<file path="src/rtl/line_feeder_if.sv">
// line_feeder_if: raw DE/VSYNC raster in, framed pixel stream out.
// master = video source / line-buffer side, slave = the framer.
interface line_feeder_if #(
    parameter int unsigned COLORDEPTH = 8
);
    localparam int unsigned POS_W = 11;

    // Raw raster from the video input
    logic [COLORDEPTH-1:0] vid_data_i;
    logic                  vid_de_i;
    logic                  vid_vs_i;

    // Framed stream towards the line buffer
    logic [COLORDEPTH-1:0] data_o;
    logic                  dv_o;
    logic                  line_end_o;
    logic                  frame_start_o;
    logic [POS_W-1:0]      x_o;
    logic [POS_W-1:0]      y_o;

    modport master (
        output vid_data_i, vid_de_i, vid_vs_i,
        input  data_o, dv_o, line_end_o, frame_start_o, x_o, y_o
    );

    modport slave (
        input  vid_data_i, vid_de_i, vid_vs_i,
        output data_o, dv_o, line_end_o, frame_start_o, x_o, y_o
    );
endinterface

</file>
<file path="src/rtl/line_feeder.sv">
// line_feeder: frames a DE/VSYNC raster into registered pixel/valid,
// a blanking line-end pulse and a frame-start pulse, with x/y position,
// truncation to SCREENWIDTH x SCREENHEIGHT and a sticky geometry flag.
// Optional feature: define LINE_FEEDER_LEN_CHECK_EN to build the width/height
// checks; otherwise len_err_o is tied low and err_clr_i is ignored.
module line_feeder #(
    parameter int unsigned COLORDEPTH   = 8,
    parameter int unsigned SCREENWIDTH  = 1600,
    parameter int unsigned SCREENHEIGHT = 900
) (
    input  logic         clk,
    input  logic         rst_n,
    line_feeder_if.slave lf,
    input  logic         err_clr_i,
    output logic         len_err_o
);
    localparam int unsigned    POS_W    = 11;
    localparam logic [POS_W-1:0] WIDTH_L  = POS_W'(SCREENWIDTH);
    localparam logic [POS_W-1:0] HEIGHT_L = POS_W'(SCREENHEIGHT);
    localparam logic [POS_W-1:0] POS_MAX  = '1;
    localparam logic [POS_W-1:0] POS_ONE  = POS_W'(1);

    typedef enum logic [1:0] {
        IDLE   = 2'd0,
        BLANK  = 2'd1,
        ACTIVE = 2'd2
    } state_t;

    state_t                 state_q;
    logic                   de_q;
    logic                   vs_q;
    logic [POS_W-1:0]       x_cnt_q;
    logic [POS_W-1:0]       y_cnt_q;
    logic [POS_W-1:0]       x_cnt_d;
    logic [POS_W-1:0]       y_cnt_d;
    logic [COLORDEPTH-1:0]  data_q;
    logic                   dv_q;
    logic                   line_end_q;
    logic                   frame_start_q;
    logic [POS_W-1:0]       x_q;
    logic [POS_W-1:0]       y_q;

    logic                   vs_rise_c;
    logic                   de_fall_c;
    logic                   pix_in_range_c;

    // Edge detection against the previous-cycle copies of DE and VS
    assign vs_rise_c = lf.vid_vs_i & ~vs_q;
    assign de_fall_c = ~lf.vid_de_i & de_q;

    // A pixel is forwarded only inside the configured geometry
    assign pix_in_range_c = (x_cnt_q < WIDTH_L) && (y_cnt_q < HEIGHT_L);

    // Saturating position counters: x stops at the width, y at the counter max
    assign x_cnt_d = (x_cnt_q < WIDTH_L)  ? (x_cnt_q + POS_ONE) : x_cnt_q;
    assign y_cnt_d = (y_cnt_q != POS_MAX) ? (y_cnt_q + POS_ONE) : y_cnt_q;

    // Framing FSM with all stream outputs registered
    always_ff @(posedge clk or negedge rst_n) begin
        if (!rst_n) begin
            state_q       <= IDLE;
            de_q          <= 1'b0;
            vs_q          <= 1'b0;
            x_cnt_q       <= '0;
            y_cnt_q       <= '0;
            data_q        <= '0;
            dv_q          <= 1'b0;
            line_end_q    <= 1'b0;
            frame_start_q <= 1'b0;
            x_q           <= '0;
            y_q           <= '0;
        end else begin
            de_q          <= lf.vid_de_i;
            vs_q          <= lf.vid_vs_i;
            dv_q          <= 1'b0;
            line_end_q    <= 1'b0;
            frame_start_q <= 1'b0;

            unique case (state_q)
                IDLE: begin
                    // DE is ignored until the first frame boundary
                    if (vs_rise_c) begin
                        state_q       <= BLANK;
                        frame_start_q <= 1'b1;
                        x_cnt_q       <= '0;
                        y_cnt_q       <= '0;
                    end
                end

                BLANK: begin
                    if (vs_rise_c) begin
                        frame_start_q <= 1'b1;
                        y_cnt_q       <= '0;
                    end else if (lf.vid_de_i) begin
                        state_q <= ACTIVE;
                        if (pix_in_range_c) begin
                            dv_q   <= 1'b1;
                            data_q <= lf.vid_data_i;
                            x_q    <= x_cnt_q;
                            y_q    <= y_cnt_q;
                        end
                        x_cnt_q <= x_cnt_d;
                    end
                end

                ACTIVE: begin
                    if (vs_rise_c) begin
                        // New frame mid-line: abort the line, restart rows
                        state_q       <= BLANK;
                        line_end_q    <= 1'b1;
                        frame_start_q <= 1'b1;
                        x_cnt_q       <= '0;
                        y_cnt_q       <= '0;
                    end else if (de_fall_c) begin
                        state_q    <= BLANK;
                        line_end_q <= 1'b1;
                        x_cnt_q    <= '0;
                        y_cnt_q    <= y_cnt_d;
                    end else if (lf.vid_de_i) begin
                        if (pix_in_range_c) begin
                            dv_q   <= 1'b1;
                            data_q <= lf.vid_data_i;
                            x_q    <= x_cnt_q;
                            y_q    <= y_cnt_q;
                        end
                        x_cnt_q <= x_cnt_d;
                    end
                end

                default: begin
                    state_q <= IDLE;
                end
            endcase
        end
    end

    assign lf.data_o        = data_q;
    assign lf.dv_o          = dv_q;
    assign lf.line_end_o    = line_end_q;
    assign lf.frame_start_o = frame_start_q;
    assign lf.x_o           = x_q;
    assign lf.y_o           = y_q;

`ifdef LINE_FEEDER_LEN_CHECK_EN
    logic from_idle_q;
    logic x_ovf_q;
    logic len_err_q;
    logic err_set_c;

    // Geometry violations seen this cycle
    always_comb begin
        err_set_c = 1'b0;
        unique case (state_q)
            BLANK: begin
                if (vs_rise_c) begin
                    // The very first frame after IDLE has no previous height
                    err_set_c = !from_idle_q && (y_cnt_q != HEIGHT_L);
                end else if (lf.vid_de_i) begin
                    err_set_c = (y_cnt_q >= HEIGHT_L);
                end
            end
            ACTIVE: begin
                if (vs_rise_c) begin
                    err_set_c = 1'b1;
                end else if (de_fall_c) begin
                    err_set_c = x_ovf_q || (x_cnt_q != WIDTH_L);
                end
            end
            default: begin
                err_set_c = 1'b0;
            end
        endcase
    end

    // Check bookkeeping and the sticky flag; a set beats a same-cycle clear
    always_ff @(posedge clk or negedge rst_n) begin
        if (!rst_n) begin
            from_idle_q <= 1'b0;
            x_ovf_q     <= 1'b0;
            len_err_q   <= 1'b0;
        end else begin
            if (state_q == IDLE && vs_rise_c) begin
                from_idle_q <= 1'b1;
            end else if (state_q == BLANK && (vs_rise_c || lf.vid_de_i)) begin
                from_idle_q <= 1'b0;
            end

            // x saturates at the width, so remember pixels beyond it here
            if (state_q != ACTIVE) begin
                x_ovf_q <= 1'b0;
            end else if (lf.vid_de_i && !vs_rise_c && (x_cnt_q == WIDTH_L)) begin
                x_ovf_q <= 1'b1;
            end

            if (err_set_c) begin
                len_err_q <= 1'b1;
            end else if (err_clr_i) begin
                len_err_q <= 1'b0;
            end
        end
    end

    assign len_err_o = len_err_q;
`else
    logic unused_err_clr;

    // Without checks the flag never rises and the clear has no effect
    assign unused_err_clr = err_clr_i;
    assign len_err_o      = 1'b0;
`endif

endmodule

</file>
<file path="src/flat_wrapper.sv">
// flat-port wrapper written by rule: the top's interface ports become plain ports
module line_feeder_flat 
#(
    parameter int unsigned COLORDEPTH   = 8,
    parameter int unsigned SCREENWIDTH  = 1600,
    parameter int unsigned SCREENHEIGHT = 900
)
  (clk, rst_n, err_clr_i, len_err_o, lf_vid_data_i, lf_vid_de_i, lf_vid_vs_i, lf_data_o, lf_dv_o, lf_line_end_o, lf_frame_start_o, lf_x_o, lf_y_o);
  line_feeder_if #(.COLORDEPTH(COLORDEPTH)) lf_i ();
  input  logic clk;
  input  logic rst_n;
  input  logic err_clr_i;
  output logic len_err_o;
  input wire logic [$bits(lf_i.vid_data_i)-1:0] lf_vid_data_i;
  input wire logic [$bits(lf_i.vid_de_i)-1:0] lf_vid_de_i;
  input wire logic [$bits(lf_i.vid_vs_i)-1:0] lf_vid_vs_i;
  output wire logic [$bits(lf_i.data_o)-1:0] lf_data_o;
  output wire logic [$bits(lf_i.dv_o)-1:0] lf_dv_o;
  output wire logic [$bits(lf_i.line_end_o)-1:0] lf_line_end_o;
  output wire logic [$bits(lf_i.frame_start_o)-1:0] lf_frame_start_o;
  output wire logic [$bits(lf_i.x_o)-1:0] lf_x_o;
  output wire logic [$bits(lf_i.y_o)-1:0] lf_y_o;
  assign lf_i.vid_data_i = lf_vid_data_i;
  assign lf_i.vid_de_i = lf_vid_de_i;
  assign lf_i.vid_vs_i = lf_vid_vs_i;
  assign lf_data_o = lf_i.data_o;
  assign lf_dv_o = lf_i.dv_o;
  assign lf_line_end_o = lf_i.line_end_o;
  assign lf_frame_start_o = lf_i.frame_start_o;
  assign lf_x_o = lf_i.x_o;
  assign lf_y_o = lf_i.y_o;
  line_feeder #(.COLORDEPTH(COLORDEPTH), .SCREENWIDTH(SCREENWIDTH), .SCREENHEIGHT(SCREENHEIGHT)) u_core (.clk(clk), .rst_n(rst_n), .lf(lf_i), .err_clr_i(err_clr_i), .len_err_o(len_err_o));
endmodule
</file>
<file path="config.mk">
export PLATFORM = sky130hd
export DESIGN_NAME = line_feeder_flat
export DESIGN_NICKNAME = d
export VERILOG_FILES = /design/src/rtl/line_feeder_if.sv /design/src/rtl/line_feeder.sv /design/src/flat_wrapper.sv
export SDC_FILE = /design/constraint.sdc
export NUM_CORES = 1
export LEC_CHECK = 0
export CELL_PAD_IN_SITES_DETAIL_PLACEMENT = 0
export CELL_PAD_IN_SITES_GLOBAL_PLACEMENT = 1
export CORE_MARGIN = 4
export CORE_UTILIZATION = 40
export CTS_BUF_LIST = sky130_fd_sc_hd__clkbuf_4 sky130_fd_sc_hd__clkbuf_8
export DETAILED_ROUTE_END_ITERATION = 6
export PLACE_DENSITY = 0.87
export SETUP_SLACK_MARGIN = 0.05
export SLEW_MARGIN = 20
export SYNTH_ARGS = -nofsm -noshare
export SYNTH_HDL_FRONTEND = slang
export SYNTH_SLANG_ARGS = --single-unit
</file>
<file path="constraint.sdc">
create_clock -name clk -period 2.2 [get_ports clk]
set_clock_uncertainty 0.2 [all_clocks]
set_input_delay 0.44 -clock clk [delete_from_list [all_inputs] [get_ports clk]]
set_output_delay 0.44 -clock clk [all_outputs]
set_load 0.02 [all_outputs]
</file>
## Word level (Yosys, flattened, before mapping)

Cells that the tools add are included.

| operators by class | value |
|---|---|
| add/subtract/negate cells | 2 |
| multipliers | 0 |
| divide/modulo/power cells | 0 |
| $lt $le $gt $ge | 2 |
| equal/unequal tests | 11 |
| shift-type cells | 0 |
| mux-type cells | 46 |
| bitwise operators | 4 |
| reductions and logical operators | 11 |

Operator list:

| cell | count |
|---|---|
| $mux 11 | 19 |
| $pmux 11 s2 | 3 |
| $mux 8 | 5 |
| $pmux 11 s3 | 1 |
| $add 11x1->11 const B | 2 |
| $pmux 8 s2 | 1 |
| $reduce_and 4->1 | 3 |
| $lt 11x10->1 const B | 1 |
| $lt 11x11->1 const B | 1 |
| $ne 11x11->1 const B | 1 |
| $mux 1 | 10 |
| $mux 2 | 5 |
| $ne 2x2->1 const B | 4 |
| $ne 3x1->1 const B | 2 |
| $pmux 2 s3 | 1 |
| $ne 2x1->1 const B | 2 |
| $reduce_bool 2->1 | 2 |
| $reduce_and 3->1 | 1 |
| $reduce_bool 3->1 | 1 |
| $reduce_or 3->1 | 1 |
| $and 1x1->1 | 2 |
| $eq 2x1->1 const B | 1 |
| $eq 2x2->1 const B | 1 |
| $logic_not 2->1 | 1 |
| other kinds (4) | 5 |

| word-level totals | value |
|---|---|
| register bits after elaboration | 59 |
| bits in latches | 0 |
| bits in writable memories | 0 |
| bits in read-only memories | 0 |
| word-level logic and storage cells | 87 |
| memories | 0 |

## Logic depth before layout (Yosys ltp)

| logic depth | value |
|---|---|
| depth in word-level cells | 7 |
| gate-level depth with buffers | 8 |

## Worst setup path after synthesis

OpenSTA, ideal clock, no wires.

| timing path | value |
|---|---|
| path kind | register to register |
| start point | register u_core.state_q[0] |
| end point | register u_core.y_cnt_q[7] |
| library setup time | 0.078 ns |
| data arrival time | 2.045 ns |
| data required time | 1.922 ns |
| setup slack | -0.123 ns |
| stages on the path, launching flop included | 9 |
| path buffers | 1 |
| period minus slack after synthesis | 2.323 ns |
| cells stage by stage | dfrtp_1 inv_1 ha_1 clkbuf_1 nor2_1 o21bai_1 or3_4 or4_1 a21oi_1 |

| between the ends | value |
|---|---|
| longest elaborated chain between the ends | 4 |
| elaborated cells on any way between the ends | 10 |

Ends and longest elaborated chain:

| item | RTL line | RTL |
|---|---|---|
| start, declared | line_feeder.sv:29 | `state_t state_q;` |
| start signal, assigned | line_feeder.sv:61 | `state_q <= IDLE;` |
| start signal, assigned | line_feeder.sv:83 | `state_q <= BLANK;` |
| start signal, assigned | line_feeder.sv:95 | `state_q <= ACTIVE;` |
| $eq 2x1->1 / $logic_not 2->1 (equally long branches) | line_feeder.sv:79 | `unique case (state_q)` |
| $reduce_or 2->1 (no line) | - |  |
| $ne 2x1->1 (no line) / $reduce_bool 2->1 (equally long branches) | - |  |
| $reduce_and 4->1 (no line) | - |  |
| end signal, assigned | line_feeder.sv:118 | `y_cnt_q <= y_cnt_d;` |
| end, declared | line_feeder.sv:33 | `logic [POS_W-1:0] y_cnt_q;` |

Parallel ways exist; a longest one is shown, timed or not.
A chain may end at the register's enable or synchronous reset.

## Worst setup path after layout

| timing path | value |
|---|---|
| start point | register u_core.y_cnt_q[6] |
| end point | register u_core.x_q[10] (netlist: u_core.lf.x_o[10]) |

| between the ends | value |
|---|---|
| longest elaborated chain between the ends | 7 |
| elaborated cells on any way between the ends | 8 |

Ends and longest elaborated chain:

| item | RTL line | RTL |
|---|---|---|
| $lt 11x10->1 (*) | line_feeder.sv:52 | `assign pix_in_range_c = (x_cnt_q < WIDTH_L) && (y_cnt_q < HEIGHT_L);` |
| $logic_and 1x1->1 (*) | line_feeder.sv:52 |  |
| $mux 11 (*) (2 in a row) | - |  |
| $mux 11 (2 in a row) | - |  |
| $pmux 11 s2 (*) | - |  |
| end signal, assigned | line_feeder.sv:99 | `x_q <= x_cnt_q;` |
| end signal, assigned | line_feeder.sv:123 | `x_q <= x_cnt_q;` |
| end, declared | line_feeder.sv:40 | `logic [POS_W-1:0] x_q;` |

Mark *: on every way between the ends. The rest lies on a longest branch, timed or not. The select of a mux whose other input is x is not followed.

==> run summary <==
FMAX -> 429 MHz
setup violators final -> 26
fraction of layout cells with a size suffix above 1 -> 0.317
Period minus WS final -> 2.33 ns
predominant post-synthesis flop cell -> dfrtp_1
GRT Residual Overflow -> 0
die area -> 8520 um2
Worst Path Max Fanout -> 9
VDD IR-drop max -> 0.000523 V
Cell Rows -> 30
cell family with most CP delay -> simple AND/OR/NAND/NOR gates
post-route ant nets -> 0
starting density of the core -> 0.416
Worst Path Buf+Inv -> 2
n_diodes -> 0
hpwl dp -> 4300 um
root buf cell -> clkbuf_8
sequential fraction of the synthesis area -> 0.519
slew margin rel. -> 0.663
R2R setup slack -> -0.13 ns
Synth Instances -> 237
GR peak layer -> met2
number of buffers created by CTS -> 9
# DRC -> 0
setup ws final -> -0.130 ns
largest cells by area after synthesis -> dfrtp_1 52%, mux2_4 11%, mux2_1 3.2%, nor2_1 2.8%, ha_1 2.6%
vias post-DR -> 2139
crit-path cells -> or4_4 -> o21ai_4 -> nand2_2 -> nor4_4 -> buf_6 -> clkbuf_16 -> mux2_4
Total Routing Usage GR -> 0.161
met2 Use GR -> 0.254
max_cap viols -> 0
syn nets -> 256
status -> complete, but fails checks
Die Height -> 92.3 um
register bit total from synthesis -> 59
syn avg cell area -> 12.0 um2
kind of critical path -> flop to flop
Post-synth EDFFs -> 0
met3 Usage GRT -> 0.0349
YS warnings -> 0
mapped cell area -> 2840 um2
Synth top area share -> 0.519
H-tree depth -> 3
global-route wire length before repair -> 10800 um
Worst Path Required -> 2.22 ns
Pwr Density -> 1040 nW/um2
Worst path slowest cell -> or4_4
routing usage on met1 -> 0.213
initial antenna violation count -> 0
ratio of final minimum period to clock period -> 1.06
largest net degree at the start of global routing -> 60
Nets -> 339
failing checks -> setup timing
Final Hold Fails -> 0
Lkg Pwr -> 1.82 nW
unrepaired setup endpoints after global routing -> true
Min Hold Slack -> 0.202 ns
DR iter-0 viols -> 98
Die X -> 92.3 um
DR WL/cell -> 15.2 um
Slew @ Worst Pin -> 0.502 ns
Pre-antenna DRT Iters -> 4
Worst setup SP type -> flop
Worst Hold Class -> primary input to flop
FFs w/ async S/R, synth -> 1.00
final wirelength -> 6420 um
max-slew violation count -> 0
CTS max path bufs -> 2
IO Pins -> 47
Clock Pin Slew Worst Setup and Hold Paths -> 0.07 ns
gpl congestion -> 0.829
clock insertion delay at the later pin of the skew report -> 0.34 ns
CP max stage delay -> 0.55 ns
Area Growth Syn to Fin -> 40.6%
CTS sink cnt -> 59
fillers -> 576
crit end category -> flop
DR vias/cell -> 5.08
CTS tree -> done
core area -> 6830 um2
Yosys cell types -> 48
Synth area leader -> dfrtp_1
number of global-route vias before repair -> 2196
WP data arrival -> 2.35 ns
I/O Buffers -> 44
Setup Total Neg Slack -> -3.01 ns
-- power by group --
part	internal (W)	switching, W
Sequential	0.00124	0.000113
Clock	0.000694	0.000429
Combinational	0.000867	0.000805
-- kinds of logic after synthesis --
kind of cell,after synthesis,synth area share
buffers and inverters,13,0.0321
AND/OR/NAND/NOR,86,0.166
multiplexers,31,0.148
adder cells (fa/ha/maj),6,0.0264
other,1,0.00132
AO/OA/AOI/OAI,31,0.0753
XOR/XNOR,10,0.0308
flip-flops,59,0.519
-- final timing paths --
path                       depth (start not counted)                   to           startpoint
max                                                7    u_core.lf.x_o[10]    u_core.y_cnt_q[6]
min                                                1          u_core.vs_q          lf_vid_vs_i
max reg2reg                                        7    u_core.lf.x_o[10]    u_core.y_cnt_q[6]
min reg2reg                                        1  u_core.lf.data_o[5]  u_core.lf.data_o[5]
max in group asynchronous                          3          u_core.vs_q                rst_n
min in group asynchronous                          3    u_core.state_q[0]                rst_n
-- what timing repair did --
action	CTS	global route
buffers inserted	2	0
gates resized for setup	20	6
hold buffers	1	0
gates cloned	1	1
hold endpoints to repair	59	0
pin swaps	1	0
setup endpoints to repair	32	38
-- Yosys cell counts, drive strengths merged (2+ instances only) --
cell type,number
mux2i,2
a211oi,2
mux2,29
nor4,4
ha,6
or4,2
xor2,8
and3,7
nand2,15
dfrtp,59
buf,7
nand2b,4
nor3,4
nand4,7
a21oi,8
nand3,9
and2,5
a21boi,2
xnor2,2
o22ai,2
inv,3
o311ai,2
nor2,21
a41oi,2
o21ai,5
o21bai,2
clkbuf,3
nor4b,3
-- cells in the final DEF, fill, tap and decap left out, types with 2 or more instances in the layout --
cell / Yosys / layout
a21oi_1: 8 / 7
ha_1: 6 / 3
mux2i_1: 2 / 2
nand2b_1: 4 / 3
and2_1: 5 / 5
o311ai_0: 2 / 2
and3_1: 6 / 6
nand4_1: 7 / 7
nor3_1: 4 / 4
inv_2: 0 / 2
ha_4: 0 / 2
xor2_1: 8 / 8
nor4_1: 3 / 2
buf_12: 0 / 2
clkbuf_8: 0 / 10
mux2_4: 20 / 29
o21ai_0: 4 / 4
clkbuf_4: 0 / 2
clkdlybuf4s50_1: 0 / 42
nor2_1: 21 / 20
a21boi_0: 2 / 2
bufinv_16: 0 / 2
a41oi_1: 2 / 2
nor4b_1: 3 / 3
xnor2_1: 2 / 2
nand2_1: 15 / 14
dfrtp_1: 59 / 58
o22ai_1: 2 / 2
or4_4: 0 / 2
nand3_1: 9 / 9
buf_4: 1 / 32
-- per-layer routing --
metal / wire, um / up-vias
met2: 3060 / 49
met3: 223 / 6
met4: 93 / 0
met1: 3040 / 1068
met5: 0 / -
li1: - / 1016
-- layout make-up --
| type | instances | area, um2 | area share |
|---|---|---|---|
| Multi-Input combinational cell | 165 | 1390 | 0.347 |
| Clock inverter | 4 | 73.8 | 0.0185 |
| Sequential cell | 59 | 1480 | 0.370 |
| Timing Repair Buffer | 82 | 776 | 0.194 |
| Tap cell | 96 | 120 | 0.0300 |
| Clock buffer | 12 | 153 | 0.0382 |
| Inverter | 3 | 11.3 | 0.00282 |
-- registers in the layout, summed over array words and instances, names as in the netlist --
register                 cells
u_core.de_q                  1
u_core.lf.data_o             8
u_core.lf.dv_o               1
u_core.lf.frame_start_o      1
u_core.lf.line_end_o         1
u_core.lf.x_o               11
u_core.lf.y_o               11
u_core.state_q               2
u_core.vs_q                  1
u_core.x_cnt_q              11
u_core.y_cnt_q              11
-- per-stage QoR --
step                worst slack [ns]  utilization  power (W)  cells  instance area [um2]
finish                        -0.130        0.585    0.00415    421                 4000
global route                  -0.211        0.585    0.00439    421                 4000
CTS                           -0.118        0.579    0.00415    421                 3960
detailed placement            -0.362        0.531    0.00292    401                 3630
global placement              -0.335        0.531    0.00288    401                 3630
floorplan                    -0.0643            -    0.00228    237                 2880
(Power assumes the default switching activity.)
